`src/rtl/uart_prog_loader.sv`:
```
// UART boot loader: receives a framed program image and writes it into IMem.
// Holds the CPU in reset until the whole image has been written.
module uart_prog_loader #(
  parameter int CLK_FREQ = 100000000,
  parameter int BAUD     = 115200,
  parameter int ADDR_W   = 14
) (
  input  logic              clk,
  input  logic              rst,
  input  logic              uart_rx,
  output logic              imem_we,
  output logic [ADDR_W-1:0] imem_addr,
  output logic [31:0]       imem_wdata,
  output logic              cpu_hold,
  output logic              load_done,
  output logic              frame_err
);

  localparam int CPB  = CLK_FREQ / BAUD;
  localparam int HALF = CPB / 2;
  localparam int CW   = $clog2(CPB + 1);
  localparam int IW   = ADDR_W + 1;

  localparam logic [1:0] R_IDLE  = 2'd0;
  localparam logic [1:0] R_START = 2'd1;
  localparam logic [1:0] R_DATA  = 2'd2;
  localparam logic [1:0] R_STOP  = 2'd3;

  localparam logic [2:0] L_SYNC = 3'd0;
  localparam logic [2:0] L_CLO  = 3'd1;
  localparam logic [2:0] L_CHI  = 3'd2;
  localparam logic [2:0] L_DATA = 3'd3;
  localparam logic [2:0] L_DONE = 3'd4;

  localparam logic [7:0] SYNC_B = 8'hA5;

  logic          r_rx_s1;
  logic          r_rx_s2;
  logic          r_rx_d;
  logic [1:0]    r_rx_st;
  logic [CW-1:0] r_cnt;
  logic [2:0]    r_bit;
  logic [7:0]    r_shift;
  logic          r_bv;
  logic          r_serr;

  logic [2:0]        r_ld_st;
  logic [15:0]       r_n;
  logic [IW-1:0]     r_widx;
  logic [1:0]        r_bidx;
  logic [31:0]       r_word;
  logic              r_we;
  logic [ADDR_W-1:0] r_addr;
  logic [31:0]       r_wdata;
  logic              r_hold;
  logic              r_done;
  logic              r_ferr;

  logic [15:0] w_n;
  logic [31:0] w_word;
  logic        w_last;
  logic        w_big;

  assign w_n    = {r_shift, r_n[7:0]};
  assign w_word = {r_shift, r_word[31:8]};
  assign w_last = (32'(r_widx) + 32'd1) == 32'(r_n);
  assign w_big  = 32'(w_n) > (32'd1 << ADDR_W);

  assign imem_we    = r_we;
  assign imem_addr  = r_addr;
  assign imem_wdata = r_wdata;
  assign cpu_hold   = r_hold;
  assign load_done  = r_done;
  assign frame_err  = r_ferr;

  // Two-flop synchronizer plus delayed copy for falling-edge detection
  always_ff @(posedge clk or negedge rst) begin
    if (!rst) begin
      r_rx_s1 <= 1'b1;
      r_rx_s2 <= 1'b1;
      r_rx_d  <= 1'b1;
    end else begin
      r_rx_s1 <= uart_rx;
      r_rx_s2 <= r_rx_s1;
      r_rx_d  <= r_rx_s2;
    end
  end

  // UART 8N1 receiver: mid-bit sampling, one-cycle byte/error pulses
  always_ff @(posedge clk or negedge rst) begin
    if (!rst) begin
      r_rx_st <= R_IDLE;
      r_cnt   <= '0;
      r_bit   <= '0;
      r_shift <= '0;
      r_bv    <= 1'b0;
      r_serr  <= 1'b0;
    end else begin
      r_bv   <= 1'b0;
      r_serr <= 1'b0;
      case (r_rx_st)
        R_IDLE: begin
          if (r_rx_d && !r_rx_s2) begin
            r_rx_st <= R_START;
            r_cnt   <= '0;
          end
        end
        R_START: begin
          if (r_cnt == CW'(HALF - 1)) begin
            r_cnt   <= '0;
            r_bit   <= '0;
            r_rx_st <= r_rx_s2 ? R_IDLE : R_DATA;
          end else begin
            r_cnt <= r_cnt + 1'b1;
          end
        end
        R_DATA: begin
          if (r_cnt == CW'(CPB - 1)) begin
            r_cnt   <= '0;
            r_shift <= {r_rx_s2, r_shift[7:1]};
            r_bit   <= r_bit + 1'b1;
            if (r_bit == 3'd7) r_rx_st <= R_STOP;
          end else begin
            r_cnt <= r_cnt + 1'b1;
          end
        end
        default: begin
          if (r_cnt == CW'(CPB - 1)) begin
            r_cnt   <= '0;
            r_rx_st <= R_IDLE;
            if (r_rx_s2) r_bv <= 1'b1;
            else         r_serr <= 1'b1;
          end else begin
            r_cnt <= r_cnt + 1'b1;
          end
        end
      endcase
    end
  end

  // Frame parser: sync, count, little-endian words, IMem write strobes
  always_ff @(posedge clk or negedge rst) begin
    if (!rst) begin
      r_ld_st <= L_SYNC;
      r_n     <= '0;
      r_widx  <= '0;
      r_bidx  <= '0;
      r_word  <= '0;
      r_we    <= 1'b0;
      r_addr  <= '0;
      r_wdata <= '0;
      r_hold  <= 1'b1;
      r_done  <= 1'b0;
      r_ferr  <= 1'b0;
    end else begin
      r_we   <= 1'b0;
      r_ferr <= 1'b0;
      if (r_ld_st == L_DONE) begin
        r_hold <= 1'b0;
        r_done <= 1'b1;
      end
      if (r_serr) begin
        r_ferr <= 1'b1;
        if (r_ld_st != L_SYNC && r_ld_st != L_DONE) begin
          r_ld_st <= L_SYNC;
          r_bidx  <= '0;
        end
      end else if (r_bv) begin
        case (r_ld_st)
          L_SYNC: begin
            if (r_shift == SYNC_B) r_ld_st <= L_CLO;
          end
          L_CLO: begin
            r_n[7:0] <= r_shift;
            r_ld_st  <= L_CHI;
          end
          L_CHI: begin
            r_n[15:8] <= r_shift;
            if (w_n == 16'd0) begin
              r_ld_st <= L_DONE;
            end else if (w_big) begin
              r_ferr  <= 1'b1;
              r_ld_st <= L_SYNC;
            end else begin
              r_widx  <= '0;
              r_bidx  <= '0;
              r_ld_st <= L_DATA;
            end
          end
          L_DATA: begin
            r_word <= w_word;
            r_bidx <= r_bidx + 1'b1;
            if (r_bidx == 2'd3) begin
              r_we    <= 1'b1;
              r_addr  <= r_widx[ADDR_W-1:0];
              r_wdata <= w_word;
              r_widx  <= r_widx + 1'b1;
              if (w_last) r_ld_st <= L_DONE;
            end
          end
          L_DONE: begin
            if (r_shift == SYNC_B) begin
              r_ld_st <= L_CLO;
              r_hold  <= 1'b1;
              r_done  <= 1'b0;
            end
          end
          default: r_ld_st <= L_SYNC;
        endcase
      end
    end
  end

endmodule

```
`config.mk`:
```
export PLATFORM = sky130hd
export DESIGN_NAME = uart_prog_loader
export DESIGN_NICKNAME = d
export VERILOG_FILES = /design/src/rtl/uart_prog_loader.sv
export SDC_FILE = /design/constraint.sdc
export NUM_CORES = 1
export LEC_CHECK = 0
export ABC_AREA = 1
export CORE_MARGIN = 1
export CORE_UTILIZATION = 62
export DETAILED_ROUTE_END_ITERATION = 10
export PLACE_DENSITY = 0.91
export REMOVE_ABC_BUFFERS = 1
export SETUP_SLACK_MARGIN = 0.2
export SLEW_MARGIN = 20
export SYNTH_ARGS = -nofsm -noshare
export SYNTH_HDL_FRONTEND = slang
export SYNTH_SLANG_ARGS = --single-unit
```
`constraint.sdc`:
```
create_clock -name clk -period 5.3 [get_ports clk]
set_input_delay 1.06 -clock clk [delete_from_list [all_inputs] [get_ports clk]]
set_output_delay 1.06 -clock clk [all_outputs]
set_load 0.02 [all_outputs]
```
==> flow_metrics.env <==
export IMPL_status="completed"
export IMPL_drt_iter0_drc=339
export IMPL_initial_utilization=0.650
export IMPL_place_congestion=0.919
export IMPL_cts_buffers=17
export IMPL_core_rowCount=35
export IMPL_design_portCount=53
export IMPL_cts_hold_buf=0
export IMPL_portBuffers=52
export IMPL_fin_setup_tns_ns=0
export IMPL_drt_total_wl_mm=14.5
export IMPL_nFillCells=604
export IMPL_core_area_um2=9420
export IMPL_drc=0
export IMPL_hp_class="reg -> reg"
export IMPL_critical_path_cell_chain="nor2_1 > inv_1 > nor2_1 > inv_2 > nor2_2 > buf_4 > inv_2 > nor2_2 > inv_2 > buf_4 > o21ai_0"
export IMPL_tightest_slew_ns=0.832
export IMPL_grt_use_met2=0.529
export IMPL_critPathLaunch="r_ld_st[2]$_DFFE_PN0P_"
export IMPL_reg2regPathDepth=11
export IMPL_routed_via_density=5.71
export IMPL_busiest_layer="met2"
export IMPL_critPathBufInv=6
export IMPL_die_h_um=101
export IMPL_clkTransAtPathRegs_ns=0.07
export IMPL_ys_types=34
export IMPL_fin_skew_ns=0.0101
export IMPL_die_area_um2=10300
export IMPL_final_nets=779
export IMPL_rsz0062_at_grt="no"
export IMPL_cts_sinks=138
export IMPL_grt_pass1_vias=5128
export IMPL_grt_max_degree=94
export IMPL_cpMaxStageDelayCell="dfrtp_1"
export IMPL_cts_resized=0
export IMPL_overflow=0
export IMPL_cts_buffer_depth=2
export IMPL_firstDrtPassIters=6
export IMPL_arrival_ns=3.49
export IMPL_syn_area_per_cell_um2=8.53
export IMPL_powerDensity_nw_per_um2=326
export IMPL_fin_crit_sh=0.579
export IMPL_yosysSeqAreaShare=0.565
export IMPL_r2r_end="imem_wdata[13]$_DFFE_PN0P_"
export IMPL_use_met3=0.0683
export IMPL_drive_gt1_frac=0.0766
export IMPL_cts_tree="built"
export IMPL_max_stage_delay_ns=0.43
export IMPL_synth_seq_cells=138
export IMPL_antenna_cells=0
export IMPL_critical_path_top_delay_family="buffers and inverters"
export IMPL_end_kind="register"
export IMPL_hold_violations=0
export IMPL_min_to="r_rx_s2$_DFF_PN1_"
export IMPL_vias=5207
export IMPL_postCtsSetupBuffers=0
export IMPL_htreeDepth=4
export IMPL_ys_warn_count=0
export IMPL_total_power_uw=2380
export IMPL_worstSetupPathType="reg -> reg"
export IMPL_syn_instance_count=718
export IMPL_holdPathStages=0
export IMPL_grt_usage=0.311
export IMPL_ff2ff_setup_slack_ns=2.23
export IMPL_setup_viol=0
export IMPL_area_growth_pct=19.2
export IMPL_max_slew_margin=0.445
export IMPL_r2r_start="r_ld_st[2]$_DFFE_PN0P_"
export IMPL_worstSkewPairLatency_ns=0.54
export IMPL_wl_per_cell_um=15.9
export IMPL_p_leak_uw=0.00330
export IMPL_antenna_left=0
export IMPL_antenna_found_initial=0
export IMPL_hpwl_mm=9.07
export IMPL_worstHoldStart="r_rx_s1$_DFF_PN1_"
export IMPL_fin_crit_ns=3.07
export IMPL_crit_required_ns=5.73
export IMPL_ir_drop_mv=0.307
export IMPL_final_core_util=0.776
export IMPL_cp_start_kind="register"
export IMPL_grt_pass1_wl_mm=24.1
export IMPL_globalRouteMet1Util=0.379
export IMPL_cap_viol_max_count=0
export IMPL_drv_slew=0
export IMPL_cts_root_buffer="clkbuf_8"
export IMPL_layout_common_cells="204 x nand2_1, 134 x dfrtp_1, 103 x o21ai_0"
export IMPL_max_freq_mhz=326
export IMPL_crit_top_cell="inv_2"
export IMPL_final_common_cell="nand2_1"
export IMPL_dieWidth_um=101
export IMPL_crit_fanout=71
export IMPL_syn_cell_area_um2=6120
-- cell type report --
cell class	count	area, µm²	share of cell area
multi-input cells	475	2260	0.309
repair buffers	55	544	0.0745
clock buffers	17	414	0.0567
flip-flops and latches	138	3460	0.474
inverters	83	312	0.0427
well taps	129	161	0.0221
clock inverters	15	154	0.0211
-- flip-flops by register name, indices dropped and copies added, names as in the netlist, 3 cells and up, named ones only --
register and cells:
imem_wdata 32, r_bit 3, r_shift 8, imem_addr 14, r_word 24, r_n 16
r_ld_st 3, r_widx 15, r_cnt 10
-- cell usage after synthesis, drive strengths merged --
master,number,area share
a21o,1,0.0012
a21oi,14,0.011
a22o,4,0.0057
a31oi,1,0.0010
buf,10,0.0086
clkbuf,12,0.0074
dfrtp,134,0.55
dfstp,4,0.017
ha,6,0.012
inv,83,0.051
mux2,1,0.0018
nand2,207,0.13
nand3,40,0.033
nand3b,4,0.0049
nand4,14,0.015
nor2,46,0.035
nor3,9,0.0074
nor3b,1,0.0012
nor4,4,0.0051
o21ai,112,0.092
o22ai,1,0.0010
or2,4,0.0041
xnor2,2,0.0029
xor2,4,0.0057
-- cells by family (layout without fill, tap and decap cells) --
logic type,Yosys count,in the layout,synth area share
flip-flops,138,138,0.565
adder cells (fa/ha/maj),6,6,0.0123
AND/OR/NAND/NOR,329,329,0.234
XOR/XNOR,6,6,0.00858
AO/OA/AOI/OAI,133,133,0.112
buffers and inverters,105,170,0.0668
multiplexers,1,1,0.00184
-- stage by stage --
| step | std cells | hold WS (ns) | instance area [µm²] | setup slack (ns) |
|---|---|---|---|---|
| floorplan | 696 | 0.345 | 6030 | 2.51 |
| global route | 912 | 0.359 | 7300 | 2.00 |
| finish | 912 | 0.360 | 7300 | 2.23 |
| CTS | 912 | 0.360 | 7300 | 2.29 |
| detailed placement | 880 | 0.353 | 6730 | 2.40 |
| global placement | 880 | 0.346 | 6730 | 2.61 |
-- routing by layer --
metal | up-vias | share of wire
li1 | 2423 | -
met1 | 2502 | 0.41
met2 | 231 | 0.50
met3 | 51 | 0.061
met4 | 0 | 0.033
met5 | - | 0
-- report_power, final --
| part | internal, µW | total (µW) | switching [µW] |
|---|---|---|---|
| Sequential | 1080 | 1100 | 22.3 |
| Combinational | 39.6 | 141 | 102 |
| Clock | 640 | 1140 | 498 |
| Total | 1760 | 2380 | 622 |
-- worst max-delay path by stage --
stage / end / slack, ns / cells past startpoint
after global routing: imem_wdata[13]$_DFFE_PN0P_ / 2.00 / 12
final: imem_wdata[13]$_DFFE_PN0P_ / 2.23 / 11
after detailed placement: imem_wdata[26]$_DFFE_PN0P_ / 2.40 / 12
after floorplan: imem_addr[2]$_DFFE_PN0P_ / 2.51 / 10
after global placement: imem_addr[7]$_DFFE_PN0P_ / 2.61 / 12
after CTS: imem_wdata[13]$_DFFE_PN0P_ / 2.29 / 11
No activity file was read; power rests on OpenSTA's default activity.
